File: config.mk
export PLATFORM = sky130hd
export DESIGN_NAME = interrupt_arbiter
export DESIGN_NICKNAME = d
export VERILOG_FILES = /design/src/rtl/interrupt_arbiter_pkg.sv /design/src/rtl/interrupt_arbiter_prio_enc14.sv /design/src/rtl/interrupt_arbiter.sv
export SDC_FILE = /design/constraint.sdc
export NUM_CORES = 1
export LEC_CHECK = 0
export ABC_AREA = 1
export CAP_MARGIN = 20
export CELL_PAD_IN_SITES_DETAIL_PLACEMENT = 1
export CELL_PAD_IN_SITES_GLOBAL_PLACEMENT = 2
export CORE_MARGIN = 2
export CORE_UTILIZATION = 26
export DETAILED_ROUTE_END_ITERATION = 12
export GPL_TIMING_DRIVEN = 0
export MAX_ROUTING_LAYER = met4
export PLACE_DENSITY = 0.91
export SYNTH_ARGS = -nofsm -noshare
export SYNTH_HDL_FRONTEND = slang
export SYNTH_SLANG_ARGS = --single-unit
File: constraint.sdc
create_clock -name MCLK -period 2.65 [get_ports MCLK]
set_input_delay 0.3975 -clock MCLK [delete_from_list [all_inputs] [get_ports MCLK]]
set_output_delay 0.3975 -clock MCLK [all_outputs]
set_load 0.01 [all_outputs]
File: src/rtl/interrupt_arbiter_pkg.sv
// Shared constants for the interrupt arbiter: default vector addresses and
// the encoding of the arbiter state register.
package interrupt_arbiter_pkg;

    localparam int          NUM_IRQ          = 14;
    localparam logic [3:0]  NMI_INDEX        = 4'd14;

    localparam logic [15:0] VEC_BASE_DEFAULT = 16'hFFE0;
    localparam logic [15:0] VEC_NMI_DEFAULT  = 16'hFFFC;

    localparam logic [1:0]  ST_IDLE          = 2'd0;
    localparam logic [1:0]  ST_REQ           = 2'd1;
    localparam logic [1:0]  ST_ACK           = 2'd2;

endpackage

File: src/rtl/interrupt_arbiter_prio_enc14.sv
// Combinational 15-input priority encoder; the highest set bit wins and its
// index is returned together with a valid flag.
module prio_enc14 (
    input  logic [14:0] req_i,
    output logic        valid_o,
    output logic [3:0]  index_o
);

    // Ascending scan so that the highest set bit overwrites lower ones.
    always_comb begin
        valid_o = |req_i;
        index_o = 4'd0;
        for (int i = 0; i < 15; i++) begin
            if (req_i[i]) begin
                index_o = 4'(i);
            end
        end
    end

endmodule

File: src/rtl/interrupt_arbiter.sv
// Interrupt arbiter: picks the highest pending source, presents a registered
// request and vector to the CPU and pulses a one-hot accept on acknowledge.
module interrupt_arbiter
    import interrupt_arbiter_pkg::*;
#(
    parameter logic [15:0] VEC_BASE = VEC_BASE_DEFAULT,
    parameter logic [15:0] VEC_NMI  = VEC_NMI_DEFAULT
) (
    input  logic        MCLK,
    input  logic        reset,
    input  logic [13:0] IRQ,
    input  logic        NMI,
    input  logic        GIE,
    input  logic        INTACK,
    output logic        INT,
    output logic [14:0] IRQACC,
    output logic [15:0] INTADDR
);

    logic [1:0]  state_q,   state_d;
    logic        nmiQ_q;
    logic        nmiPend_q, nmiPend_d;
    logic        intReq_q,  intReq_d;
    logic [15:0] intAddr_q, intAddr_d;
    logic [14:0] irqAcc_q,  irqAcc_d;
    logic [3:0]  srcIdx_q,  srcIdx_d;

    logic [14:0] eff;
    logic        effValid;
    logic [3:0]  effIdx;
    logic [15:0] vecSel;
    logic        nmiEdge;
    logic        nmiClr;

    assign eff     = {nmiPend_q, IRQ & {NUM_IRQ{GIE}}};
    assign nmiEdge = NMI & ~nmiQ_q;

    prio_enc14 uPrioEnc (
        .req_i   (eff),
        .valid_o (effValid),
        .index_o (effIdx)
    );

    assign vecSel = (effIdx == NMI_INDEX) ? VEC_NMI
                                          : VEC_BASE + {11'd0, effIdx, 1'b0};

    // srcIdx_q remembers which source the presented vector belongs to, so the
    // accept pulse always matches what the CPU is actually fetching.
    always_comb begin
        state_d   = state_q;
        intReq_d  = 1'b0;
        intAddr_d = 16'h0000;
        irqAcc_d  = 15'd0;
        srcIdx_d  = srcIdx_q;
        nmiClr    = 1'b0;
        case (state_q)
            ST_IDLE: begin
                if (effValid) begin
                    state_d   = ST_REQ;
                    intReq_d  = 1'b1;
                    intAddr_d = vecSel;
                    srcIdx_d  = effIdx;
                end
            end
            ST_REQ: begin
                if (INTACK) begin
                    state_d  = ST_ACK;
                    irqAcc_d = 15'd1 << srcIdx_q;
                    nmiClr   = (intAddr_q == VEC_NMI);
                end else if (effValid) begin
                    intReq_d  = 1'b1;
                    intAddr_d = vecSel;
                    srcIdx_d  = effIdx;
                end else begin
                    state_d = ST_IDLE;
                end
            end
            ST_ACK: begin
                state_d = ST_IDLE;
            end
            default: begin
                state_d = ST_IDLE;
            end
        endcase
    end

    // A fresh NMI edge beats a simultaneous acknowledge clear.
    always_comb begin
        nmiPend_d = nmiPend_q;
        if (nmiClr) begin
            nmiPend_d = 1'b0;
        end
        if (nmiEdge) begin
            nmiPend_d = 1'b1;
        end
    end

    always_ff @(posedge MCLK or posedge reset) begin
        if (reset) begin
            state_q   <= ST_IDLE;
            nmiQ_q    <= 1'b0;
            nmiPend_q <= 1'b0;
            intReq_q  <= 1'b0;
            intAddr_q <= 16'h0000;
            irqAcc_q  <= 15'd0;
            srcIdx_q  <= 4'd0;
        end else begin
            state_q   <= state_d;
            nmiQ_q    <= NMI;
            nmiPend_q <= nmiPend_d;
            intReq_q  <= intReq_d;
            intAddr_q <= intAddr_d;
            irqAcc_q  <= irqAcc_d;
            srcIdx_q  <= srcIdx_d;
        end
    end

    assign INT     = intReq_q;
    assign INTADDR = intAddr_q;
    assign IRQACC  = irqAcc_q;

endmodule

==> impl_metrics.py <==
metrics = {
    "outcome": {
        "run_status": "complete, no violations",
    },
    "worst_setup_path": {
        "critical_path_peak_fanout": 13,
        "critical_path.endpoint_type": "output port",
        "start_kind": "flop",
        "regToRegStartpoint": "nmiPend_q",
        "crit_required_ps": 2250,
        "setup.worst_path.start": "INTADDR[14]",
        "critPathArrivalTime_ps": 1550,
        "timing_worst_setup_path_type": "reg2out",
    },
    "global_routing": {
        "track_usage": 0.119,
        "first_pass_grt_wire_length_mm": 4.95,
        "grt_overflow_total": 0,
        "antenna_found_initial": 0,
        "grt_max_degree": 29,
        "via_count_of_the_first_global_routing_pass": 1092,
    },
    "logic_synthesis": {
        "seq_area_frac_synth": 0.534,
        "synthesis.instances": 151,
        "post_synth_num_cell_types": 25,
        "yosys_warnings": 0,
        "ys_seq_elements": 28,
        "post_synthesis_cell_area_um2": 1310,
        "mappedNetlistNets": 170,
        "syn_avg_cell_area_um2": 8.68,
    },
    "floorplan": {
        "placement_rows": 25,
        "fp.coreArea_um2": 4790,
        "initial_utilization": 0.274,
        "fp.dieW_um": 75.0,
        "ioPinCount": 51,
        "die_y_um": 75.0,
        "die_area_um2": 5630,
    },
    "detailed_routing": {
        "wire_per_inst_um": 11.0,
        "route.final.wire_length_mm": 2.97,
        "drc": 0,
        "viasPerCell": 4.10,
        "via_count": 1110,
        "final_antenna_net_count": 0,
        "dr.first_iter.drc_count": 11,
        "number_of_iterations_in_the_first_detailed_routing_pass": 4,
    },
    "final_layout": {
        "syn_to_final_growth_pct": 50.6,
        "post_route_cells_drive_above_1_share": 0.142,
        "final_common_cell": "clkdlybuf4s50_1",
        "most-common-layout-cells": "48 x clkdlybuf4s50_1, 35 x nand2_1, 28 x dfrtp_1",
        "num-fill-cells": 572,
        "instances_no_fill": 271,
        "design.final.nets": 224,
        "num_antenna_cells": 0,
    },
    "sta": {
        "post-route-min-period_ps": 1950,
        "max_freq_mhz": 513,
        "timing_worst_slew_pin_value_ps": 513,
        "number_of_setup_violations_in_the_final_report": 0,
        "maxSlewHeadroom": 0.657,
        "final_skew_ps": 3.56,
        "setup_repair_after_global_routing_missed_its_margin": "no",
        "timing.final.hold_violations": 0,
        "setup_total_neg_slack_ps": 0,
        "post-route-period-util": 0.736,
        "maxSlewViolCount": 0,
    },
    "clock_tree": {
        "cts-root-to-sink-buffers": 2,
        "reg_clk_slew_reported_paths_ps": 90,
        "clkLatencyLatePin_ps": 270,
        "cts-buffers-inserted": 3,
        "cts_root_buf": "clkbuf_8",
        "ctsHoldBuffers": 0,
        "cts_tree": "done",
        "clkSinkCount": 28,
        "cts_htree_levels": 1,
        "post-cts-setup-buffer-count": 0,
        "post_cts_resized": 0,
    },
    "worst_hold_path": {
        "hold_path.startpoint": "nmiQ_q",
        "timing.hold.worst.class": "reg2reg",
    },
    "power_and_ir_drop": {
        "peak_supply_drop_mv": 0.307,
        "cellPowerDensity_nw_per_um2": 617,
        "total_leakage_power_uw": 0.000954,
    },
    "flow_run": {
        "maxCapViolCount": 0,
    },
    "placement": {
        "placedCellCount": 266,
        "place.gp.congestion": 0.724,
        "placement.io_buffers": 48,
        "total_half_perimeter_wirelength_after_legalization_and_detailed_placement_mm": 2.40,
    },
}
-- routing by layer --
| metal | track usage | vias to the layer above | share of wire |
|---|---|---|---|
| met5 | - | - | 0 |
| li1 | - | 559 | - |
| met2 | 0.200 | 28 | 0.50 |
| met3 | 0.0187 | 4 | 0.045 |
| met1 | 0.146 | 519 | 0.44 |
| met4 | 0.0417 | 0 | 0.015 |
-- layout make-up --
class                      count  area [um2]  area share
tap                           67        83.8      0.0425
timing repair buffer          49         508       0.257
clock inverter                 1        30.0      0.0152
clock buffer                   3        41.3      0.0209
buffer                        14         116      0.0589
multi-input combinational     91         427       0.216
inverter                      18        67.6      0.0342
sequential                    28         701       0.355
-- state kept, by name, summed over array words and instances (netlist names) --
| register | flops |
|---|---|
| state_q | 2 |
| nmiQ_q | 1 |
| nmiPend_q | 1 |
| IRQACC | 15 |
| srcIdx_q | 4 |
| INTADDR | 5 |
-- cells in the mapped netlist --
cell type | number | share of area
a21oi_1 | 2 | 0.0076
dfrtp_1 | 28 | 0.53
nand2_2 | 3 | 0.014
nand3_1 | 7 | 0.027
nor2_1 | 26 | 0.074
conb_1 | 1 | 0.0029
buf_4 | 12 | 0.069
nand2_4 | 2 | 0.017
buf_6 | 1 | 0.0086
a31oi_1 | 1 | 0.0048
a21oi_2 | 1 | 0.0067
o21bai_1 | 1 | 0.0057
inv_1 | 17 | 0.049
nor4_1 | 1 | 0.0048
buf_8 | 1 | 0.011
o22ai_1 | 1 | 0.0048
nor3_1 | 2 | 0.0076
o21ai_0 | 3 | 0.011
inv_2 | 1 | 0.0029
a21o_1 | 1 | 0.0057
a211oi_2 | 1 | 0.0095
nand4_1 | 1 | 0.0048
nand4_2 | 1 | 0.0095
nand2_1 | 35 | 0.10
o21ai_2 | 1 | 0.0067
-- logic make-up after synthesis --
| logic type | share of synthesized area |
|---|---|
| flops | 0.534 |
| buf+inv | 0.140 |
| compound gates | 0.0630 |
| other cells | 0.00286 |
| simple gates | 0.260 |
-- through the flow --
step	instance area, um2	util	total power, uW	hold WS, ps	setup WS [ps]
detailed placement	1880	0.392	898	433	827
CTS	1950	0.407	1220	443	664
finish	1970	0.413	1220	446	700
floorplan	1310	-	714	410	1230
global route	1970	0.413	1290	447	604
global placement	1880	0.392	888	416	830
-- worst max-delay path, stage by stage, from the launching register on --
cell and delay [ps]:
dfrtp_1 570, buf_4 180, clkdlybuf4s50_1 530
-- worst paths after layout --
check,end,slack (ps),cells past startpoint
max,INTADDR[14],700,2
max reg2reg,srcIdx_q[3],1380,7
min in group asynchronous,INTADDR[14],470,2
min,nmiPend_q,450,1
min reg2reg,nmiPend_q,450,1
max in group asynchronous,IRQACC[0],1720,3
-- report_power, final --
| part | total [uW] | switching [uW] | leakage (uW) | internal (uW) |
|---|---|---|---|---|
| logic | 380 | 175 | 0.000559 | 205 |
| registers | 510 | 39.8 | 0.000359 | 470 |
| clock network | 329 | 127 | 0.0000357 | 202 |
Note: power is estimated with default switching activity, not from simulation.
